`config.mk`:
```
export PLATFORM = sky130hd
export DESIGN_NAME = ram_port_arbiter
export DESIGN_NICKNAME = d
export VERILOG_FILES = /design/src/rtl/ram_port_arbiter.sv
export SDC_FILE = /design/constraint.sdc
export NUM_CORES = 1
export LEC_CHECK = 0
export ABC_AREA = 1
export CAP_MARGIN = 20
export CORE_AREA = 2 2 132 134
export CTS_BUF_LIST = sky130_fd_sc_hd__clkbuf_8
export DETAILED_ROUTE_END_ITERATION = 7
export DIE_AREA = 0 0 134 136
export PLACE_DENSITY = 0.67
export SYNTH_ARGS = -nofsm -noshare
export SYNTH_HDL_FRONTEND = slang
export SYNTH_SLANG_ARGS = --single-unit
```
`constraint.sdc`:
```
create_clock -name clk -period 3.5 [get_ports clk]
set_clock_uncertainty 0.1 [all_clocks]
set_input_delay 0.525 -clock clk [delete_from_list [all_inputs] [get_ports clk]]
set_output_delay 0.525 -clock clk [all_outputs]
set_load 0.02 [all_outputs]
```
`src/rtl/ram_port_arbiter.sv`:
```
// Round-robin arbiter sharing one RAM port among NUM_REQ requesters, with bounded
// burst hold, a registered issue stage and a tag pipeline that labels read returns.
module ram_port_arbiter #(
    parameter int NUM_REQ      = 4,
    parameter int ID_WIDTH     = 2,
    parameter int DATA_WIDTH   = 36,
    parameter int ADDR_WIDTH   = 14,
    parameter int READ_LATENCY = 11,
    parameter int BURST_LEN    = 4
) (
    input  logic                             clk,
    input  logic                             rst,
    input  logic [NUM_REQ-1:0]               req_valid,
    output logic [NUM_REQ-1:0]               req_ready,
    input  logic [NUM_REQ-1:0]               req_we,
    input  logic [NUM_REQ*ADDR_WIDTH-1:0]    req_addr,
    input  logic [NUM_REQ*DATA_WIDTH-1:0]    req_wdata,
    output logic                             ram_en,
    output logic                             ram_we,
    output logic [ADDR_WIDTH-1:0]            ram_addr,
    output logic [DATA_WIDTH-1:0]            ram_din,
    input  logic [DATA_WIDTH-1:0]            ram_dout,
    input  logic                             ram_dout_valid,
    output logic                             rsp_valid,
    output logic [ID_WIDTH-1:0]              rsp_id,
    output logic [DATA_WIDTH-1:0]            rsp_data,
    output logic                             err_sync
);

    localparam int BCNT_W = $clog2(BURST_LEN + 1);

    logic [ID_WIDTH-1:0]     ptr;
    logic [ID_WIDTH-1:0]     hold_id;
    logic [ID_WIDTH-1:0]     gnt_id;
    logic [ID_WIDTH-1:0]     cand;
    logic [ID_WIDTH-1:0]     issue_id;
    logic [BCNT_W-1:0]       bcnt;
    logic [BCNT_W-1:0]       bcnt_inc;
    logic                    gnt_any;
    logic                    xfer;
    logic [READ_LATENCY-1:0] tag_vld_p;
    logic [ID_WIDTH-1:0]     tag_id_p [READ_LATENCY];

    function automatic logic [ID_WIDTH-1:0] next_id(input logic [ID_WIDTH-1:0] i);
        if (int'(i) >= NUM_REQ - 1) return '0;
        return i + 1'b1;
    endfunction

    // A nonzero bcnt means the holder transferred last cycle with burst budget left.
    always_comb begin
        gnt_any = 1'b0;
        gnt_id  = hold_id;
        cand    = ptr;
        if (bcnt != '0 && req_valid[hold_id]) begin
            gnt_any = 1'b1;
        end else begin
            for (int k = 0; k < NUM_REQ; k++) begin
                if (!gnt_any && req_valid[cand]) begin
                    gnt_any = 1'b1;
                    gnt_id  = cand;
                end
                cand = next_id(cand);
            end
        end
    end

    assign xfer     = gnt_any & ~rst;
    assign bcnt_inc = (gnt_id == hold_id) ? bcnt + 1'b1 : BCNT_W'(1);

    always_comb begin
        req_ready = '0;
        if (xfer) req_ready[gnt_id] = 1'b1;
    end

    always_ff @(posedge clk) begin
        if (rst) begin
            ptr     <= '0;
            hold_id <= '0;
            bcnt    <= '0;
        end else if (xfer) begin
            hold_id <= gnt_id;
            if (bcnt_inc == BCNT_W'(BURST_LEN)) begin
                ptr  <= next_id(gnt_id);
                bcnt <= '0;
            end else begin
                bcnt <= bcnt_inc;
                // Holder dropped out mid-burst: fairness resumes after it.
                if (gnt_id != hold_id && bcnt != '0) ptr <= next_id(hold_id);
            end
        end else begin
            bcnt <= '0;
            if (bcnt != '0) ptr <= next_id(hold_id);
        end
    end

    // ---- issue stage: one registered RAM access per transferred beat ----
    always_ff @(posedge clk) begin
        if (rst) begin
            ram_en   <= 1'b0;
            ram_we   <= 1'b0;
            ram_addr <= '0;
            ram_din  <= '0;
        end else begin
            ram_en <= xfer;
            ram_we <= xfer & req_we[gnt_id];
            if (xfer) begin
                ram_addr <= req_addr[gnt_id*ADDR_WIDTH +: ADDR_WIDTH];
                ram_din  <= req_wdata[gnt_id*DATA_WIDTH +: DATA_WIDTH];
            end
        end
    end

    always_ff @(posedge clk) begin
        if (xfer) issue_id <= gnt_id;
    end

    // ---- tag pipeline: READ_LATENCY stages aligned to the RAM read path ----
    always_ff @(posedge clk) begin
        if (rst) begin
            tag_vld_p <= '0;
        end else begin
            tag_vld_p[0] <= ram_en & ~ram_we;
            for (int s = 1; s < READ_LATENCY; s++) tag_vld_p[s] <= tag_vld_p[s-1];
        end
    end

    always_ff @(posedge clk) begin
        tag_id_p[0] <= issue_id;
        for (int s = 1; s < READ_LATENCY; s++) tag_id_p[s] <= tag_id_p[s-1];
    end

    // ---- response / error: RAM output paired with the tail tag ----
    assign rsp_valid = ram_dout_valid;
    assign rsp_data  = ram_dout;
    assign rsp_id    = tag_id_p[READ_LATENCY-1];

    always_ff @(posedge clk) begin
        if (rst) begin
            err_sync <= 1'b0;
        end else if (ram_dout_valid != tag_vld_p[READ_LATENCY-1]) begin
            err_sync <= 1'b1;
        end
    end

endmodule

```
After elaboration in Yosys (flattened, before gate mapping)

Memories as Yosys holds them, arrays and structs flattened.
Cells that the tools add are included.

Bits in registers: 73
Bits in writable memories: 22
Input bits: 247
Word-level logic and storage cells: 122
Memories kept: 1

Memory list:

| memory   | words | width | rd ports | clocked after Yosys merged registers in | write ports | line | RTL |
|---|---|---|---|---|---|---|---|
| tag_id_p | 11    | 2     | 11       | 0                                       | 11          | 42   | `logic [ID_WIDTH-1:0] tag_id_p [READ_LATENCY];` |

Add/subtract/negate cells: 6
$mul: 2
$lt $le $gt $ge: 12
Equality and inequality tests: 5
Shift-type cells: 2
Multiplexer cells: 65
Bitwise operators: 6
Reduce and logical (&&, ||, !) cells: 13

Operators with widths:

| cell                                                                                | count |
|---|---|
| 144-bit by 9-bit variable part select with 36-bit output                            | 1 |
| 56-bit by 7-bit variable part select with 14-bit output                             | 1 |
| 2-bit 2-to-1 mux                                                                    | 23 |
| 1-bit 2-to-1 mux                                                                    | 33 |
| 2-bit by 3-bit < comparator with 1-bit output, second input constant                | 6 |
| 1-bit binary-select mux with 2-bit select                                           | 6 |
| 2-bit by 1-bit adder with 2-bit output, second input constant                       | 5 |
| 2-bit greater-or-equal comparator, second input constant                            | 5 |
| 1-bit logical AND                                                                   | 6 |
| 2-bit by 4-bit multiplier with 6-bit output, second input constant                  | 1 |
| 2-bit by 3-bit multiplier with 5-bit output, second input constant                  | 1 |
| 4-bit 2-to-1 mux                                                                    | 1 |
| 3-bit by 1-bit adder with 3-bit output, second input constant                       | 1 |
| 1-bit bitwise AND                                                                   | 3 |
| 3-bit equality test, second input constant                                          | 1 |
| 1-bit logical NOT                                                                   | 3 |
| 3-bit 2-to-1 mux                                                                    | 1 |
| 3-bit by 1-bit inequality test with 1-bit output, second input constant             | 1 |
| 1-bit NOT                                                                           | 3 |
| 3-bit nonzero test                                                                  | 1 |
| 3-bit OR reduction                                                                  | 1 |
| 1-bit demux with 2-bit select                                                       | 1 |
| 2-bit equality test                                                                 | 1 |
| 2-bit by 1-bit greater-or-equal comparator with 1-bit output, second input constant | 1 |
| other kinds (4)                                                                     | 4 |

Logic depth before layout (Yosys ltp)

Depth in word-level cells: 31
Depth in mapped cells: 23
Mapped depth without buffers: 21

Worst setup path before layout

OpenSTA, ideal clock, no wires.

Kind: register to output
Start point: reg ptr[0]
End point: out req_ready[3]
Arrival time: 2.405 ns
Required time: 2.875 ns
Path slack: 0.470 ns
Stages on the path, launching flop included: 20
Buffers on the path: 2
Cells stage by stage: dfxtp_1 > ha_1 > inv_1 > nand2_1 > nand2_1 > nand2_1 > nand2_1 > inv_2 > nand3_2 > nand2_1 > inv_1 > nand2_1 > nand2_2 > nand2_4 > inv_2 > buf_6 > buf_4 > ha_1 > inv_1 > nor2_1

Cells in the longest elaborated chain, start to end: 25
Elaborated cells on any way between the ends: 52
Those cells by class: add/sub (3); order compare (5); mux (36); bitwise (1); reduce/logical (7)

Ends and longest elaborated chain:

| item                                                                                                                                                       | line | RTL |
|---|---|---|
| start: declaration                                                                                                                                         | 32   | `logic [ID_WIDTH-1:0] ptr;` |
| start signal: assignment                                                                                                                                   | 83   | `ptr <= next_id(gnt_id);` |
| start signal: assignment                                                                                                                                   | 88   | `if (gnt_id != hold_id && bcnt != '0) ptr <= next_id(hold_id);` |
| start signal: assignment                                                                                                                                   | 92   | `if (bcnt != '0) ptr <= next_id(hold_id);` |
| 2-bit greater-or-equal comparator                                                                                                                          | 45   | `if (int'(i) >= NUM_REQ - 1) return '0;` |
| 1-bit 2-to-1 mux                                                                                                                                           | 45   |  |
| 1-bit 2-to-1 mux                                                                                                                                           | 54   | `if (bcnt != '0 && req_valid[hold_id]) begin` |
| 2-bit 2-to-1 mux                                                                                                                                           | 46   | `return i + 1'b1;` |
| 2-bit 2-to-1 mux                                                                                                                                           | 54   |  |
| 2-bit greater-or-equal comparator                                                                                                                          | 45   |  |
| 1-bit 2-to-1 mux                                                                                                                                           | 45   |  |
| 1-bit 2-to-1 mux                                                                                                                                           | 54   |  |
| [10 not listed]                                                                                                                                            | n/a  |  |
| 2-bit 2-to-1 mux (*)                                                                                                                                       | 58   | `if (!gnt_any && req_valid[cand]) begin` |
| 2-bit 2-to-1 mux (*)                                                                                                                                       | 54   |  |
| net gnt_id[0]                                                                                                                                              | 34   | `logic [ID_WIDTH-1:0] gnt_id;` |
| 2-bit by 3-bit < comparator with 1-bit output (not written as such) / 2-bit by 1-bit greater-or-equal comparator with 1-bit output (equally long branches) | 72   | `if (xfer) req_ready[gnt_id] = 1'b1;` |
| 1-bit logical AND (not written as such)                                                                                                                    | 72   |  |
| 1-bit 2-to-1 mux (not written as such)                                                                                                                     | 72   |  |
| 1-bit demux with 2-bit select (*)                                                                                                                          | 72   |  |
| 4-bit 2-to-1 mux (*)                                                                                                                                       | 72   |  |
| end: declaration                                                                                                                                           | 14   | `output logic [NUM_REQ-1:0] req_ready,` |

The timed path passes the listed nets; every way through them passes the cells marked *. The select of a mux whose other input is x is not followed.

Final worst setup path

Start point: in req_valid[1]
End point: out req_ready[1]

Cells in the longest elaborated chain, start to end: 21
Elaborated cells on any way between the ends: 37
Those cells by class: order compare (2); mux (26); bitwise (1); reduce/logical (8)

Ends and longest elaborated chain:

| item                                                                                                                                                       | line | RTL |
|---|---|---|
| start: declaration                                                                                                                                         | 13   | `input logic [NUM_REQ-1:0] req_valid,` |
| 1-bit binary-select mux with 2-bit select                                                                                                                  | 58   |  |
| 1-bit 2-to-1 mux (not written as such)                                                                                                                     | 58   |  |
| 1-bit 2-to-1 mux                                                                                                                                           | 58   |  |
| 1-bit 2-to-1 mux                                                                                                                                           | 54   |  |
| 1-bit logical NOT                                                                                                                                          | 58   |  |
| 1-bit logical AND                                                                                                                                          | 58   |  |
| 1-bit 2-to-1 mux                                                                                                                                           | 58   |  |
| 1-bit 2-to-1 mux                                                                                                                                           | 54   |  |
| [5 not listed]                                                                                                                                             | n/a  |  |
| 1-bit logical AND                                                                                                                                          | 58   |  |
| 2-bit 2-to-1 mux                                                                                                                                           | 58   |  |
| 2-bit 2-to-1 mux                                                                                                                                           | 54   |  |
| 2-bit by 3-bit < comparator with 1-bit output (not written as such) / 2-bit by 1-bit greater-or-equal comparator with 1-bit output (equally long branches) | 72   |  |
| 1-bit logical AND (not written as such)                                                                                                                    | 72   |  |
| 1-bit 2-to-1 mux (not written as such)                                                                                                                     | 72   |  |
| 1-bit demux with 2-bit select                                                                                                                              | 72   |  |
| 4-bit 2-to-1 mux (*)                                                                                                                                       | 72   |  |

Mark *: on every way between the ends. The rest lies on a longest branch, timed or not. The select of a mux whose other input is x is not followed.

==> impl_metrics.json <==
{
  "outcome": "finished, final reports clean",
  "synth.avg_cell_area_um2": 6.793,
  "endpoint_kind": "output pin",
  "whs_endpoint": "tag_id_p[3][1]",
  "synth-seq-area-share_pct": 36.69,
  "timing.hold.ws_ns": 0.2304,
  "cts_buffer_depth": 2,
  "wirelength_mm": 17.67,
  "num_rows": 48,
  "ys_types": 30,
  "yosys_warnings": 0,
  "worst_ep_arrival_time_ns": 2.68,
  "crit_fanout": 5,
  "hold_viol": 0,
  "post-place-cells": 1199,
  "maxSlewHeadroom_pct": 65.00,
  "met2_usage_pct": 32.02,
  "seq_power_share_pct": 17.6,
  "drt_iter0_drc": 285,
  "numPortBuffers": 270,
  "ys_ff_latch": 95,
  "worstRegToRegCells": 20,
  "hpwl_mm": 13.14,
  "gr-usage-met3_pct": 7.159,
  "max_cap_viol_count": 0,
  "cts_tree": "built",
  "min_path_cells": 0,
  "clk_pin_slew_worst_paths_ns": 0.10,
  "die_x_um": 134,
  "layout-drive-gt1-share_pct": 6.956,
  "grt_pass1_wl_mm": 27.30,
  "cts_max_level": 3,
  "core_area_mm2": 0.01688,
  "drt_pre_antenna_iters": 4,
  "antenna_found_initial": 0,
  "startpoint": "req_valid[1]",
  "p_sw_uw": 5401,
  "hold_class": "flip-flop to flip-flop",
  "cts_made_buffers": 9,
  "power.leakage_uw": 0.003255,
  "ctsHoldBuffers": 0,
  "drc": 0,
  "clock_sinks": 95,
  "clkLatencyLatePin_ns": 0.37,
  "combPwrFrac_pct": 74.7,
  "r2r_start": "ptr[0]",
  "netlist_area_mm2": 0.005238,
  "setup_viol": 0,
  "ios": 343,
  "synthCells": 771,
  "met1_usage_pct": 22.23,
  "r2r_end": "ram_addr[6]",
  "grt_pass1_vias": 5365,
  "syn_nets": 1026,
  "maxSlewViolCount": 0,
  "hp-start": "tag_id_p[2][1]",
  "layout_common_cells": "clkdlybuf4s50_1, nor2_1, o21ai_0, dfxtp_1, o22ai_1",
  "irDropWorstVdd_v": 0.001112,
  "wl_per_cell_um": 14.52,
  "timing.fmax_mhz": 303.0,
  "syn2layout_area_growth_pct": 54.04,
  "power_density_mw_per_mm2": 1254,
  "start_util_pct": 31.03,
  "finalWeightedCongestion": 0.8641,
  "num_vias": 5747,
  "diodes": 0,
  "die-area_mm2": 0.01822,
  "timing.setup.critical_path_class": "input port to output pin",
  "rrSetupSlack_ns": 0.64,
  "p_int_uw": 4719,
  "rsz0062_at_grt": "no",
  "antenna_left": 0,
  "grt_max_degree": 56,
  "final_cell_count_no_fill": 1217,
  "final_common_cell": "clkdlybuf4s50_1",
  "root_buffer": "clkbuf_8",
  "grtUsageTotal_pct": 18.91,
  "die_h_um": 136,
  "busiest_layer": "met2",
  "worst_slew_pin_slew_ns": 0.5250,
  "start_kind": "input port",
  "p_sw_share_pct": 53.37,
  "grt_remaining_overflow": 0,
  "fin_crit_sh_pct": 94.30,
  "nFillCells": 1707,
  "crit_required_ns": 2.87,
  "pwr-share-clk_pct": 7.7,
  "vias_per_cell": 4.722,
  "period_minus_slack_ns": 3.301,
  "layout.nets": 1242
}
## kinds of logic after synthesis
kind of cell / Yosys count / share of synthesized area, %
buf+inv: 132 / 13.78
simple gates: 318 / 25.08
fa+ha+maj: 8 / 1.911
compound gates: 216 / 22.19
xor+xnor: 2 / 0.3345
flops: 95 / 36.69
## layer usage
metal  part of all wire (%)  vias up
li1                       -     2941
met1                     42     2566
met2                     48      211
met3                    7.8       29
met4                    2.2        0
met5                      0        -
## state kept, by name (all words and copies together) (netlist names)
register   cells
hold_id        2
issue_id       2
tag_id_p      22
ram_en         1
err_sync       1
tag_vld_p     11
ram_din       36
ram_we         1
ram_addr      14
ptr            2
bcnt           3
## power by group through the flow
stage,combinational [uW],sequential (uW),clock [uW]
detailed placement,7520,1800,0
floorplan,5130,2170,0
CTS,7540,1780,825
global placement,7540,1780,0
global route,8420,1840,865
finish,7560,1780,783
## layout make-up
class	count	area (um^2)	share of cell area [%]
inverters	45	168.9	2.094
well taps	225	281.5	3.489
clock inverters	6	86.33	1.070
repair buffers	292	2848	35.30
multi-input cells	544	2621	32.49
flip-flops and latches	95	1924	23.85
clock buffers	10	137.6	1.706
## critical path, stage by stage
cell and delay, ns:
clkdlybuf4s50_1 0.47, inv_1 0.10, nand2_1 0.05, nand3b_1 0.18
nand2_4 0.12, inv_2 0.08, nand3_1 0.10, nand3_1 0.11
nand3_2 0.11, a22oi_4 0.23, buf_4 0.16, ha_1 0.13
inv_1 0.04, nor2_1 0.09, clkbuf_2 0.17
## worst max-delay path by stage
stage,end,depth (start not counted)
after floorplan,req_ready[3],19
after global placement,req_ready[3],15
after detailed placement,req_ready[3],15
after CTS,req_ready[3],16
after global routing,req_ready[1],15
final,req_ready[1],15
## through the flow
stage / setup TNS [ns] / total power, uW / util [%] / worst slack [ns] / area (um^2)
global route: 0 / 11120 / 47.81 / 0.03830 / 8068
global placement: -0.1846 / 9320 / 46.34 / -0.07080 / 7821
finish: 0 / 10120 / 47.81 / 0.1995 / 8068
detailed placement: -0.4599 / 9314 / 46.34 / -0.1550 / 7821
floorplan: 0 / 7304 / - / 0.4700 / 5238
CTS: -0.01082 / 10140 / 47.69 / -0.01082 / 8048
## cell usage after synthesis
master,number,area share [%]
a21oi_1,6,0.57
a22oi_4,1,0.41
buf_2,14,1.3
buf_4,47,6.7
buf_6,4,0.86
clkbuf_1,20,1.4
clkbuf_2,2,0.19
dfxtp_1,93,36
edfxtp_1,2,1.1
ha_1,8,1.9
inv_1,38,2.7
inv_2,7,0.50
nand2_1,48,3.4
nand2_2,3,0.36
nand2_4,2,0.43
nand3_1,20,1.9
nand3_2,4,0.76
nand3b_1,3,0.43
nand4_1,4,0.48
nor2_1,229,16
nor2_2,1,0.12
nor2_8,1,0.38
nor3_1,1,0.095
nor3b_1,1,0.14
o211ai_1,1,0.14
o21ai_0,137,13
o21ai_1,21,2.0
o22ai_1,50,6.0
or2_2,1,0.12
xor2_1,2,0.33
## timing repair
action	4_1_cts	5_1_grt
buffers inserted	0	2
gates resized for setup	7	14
pin swaps	0	2
endpoints found under the setup margin	4	4
hold endpoints to repair	0	0
gates cloned	0	0
(Power assumes the default switching activity.)
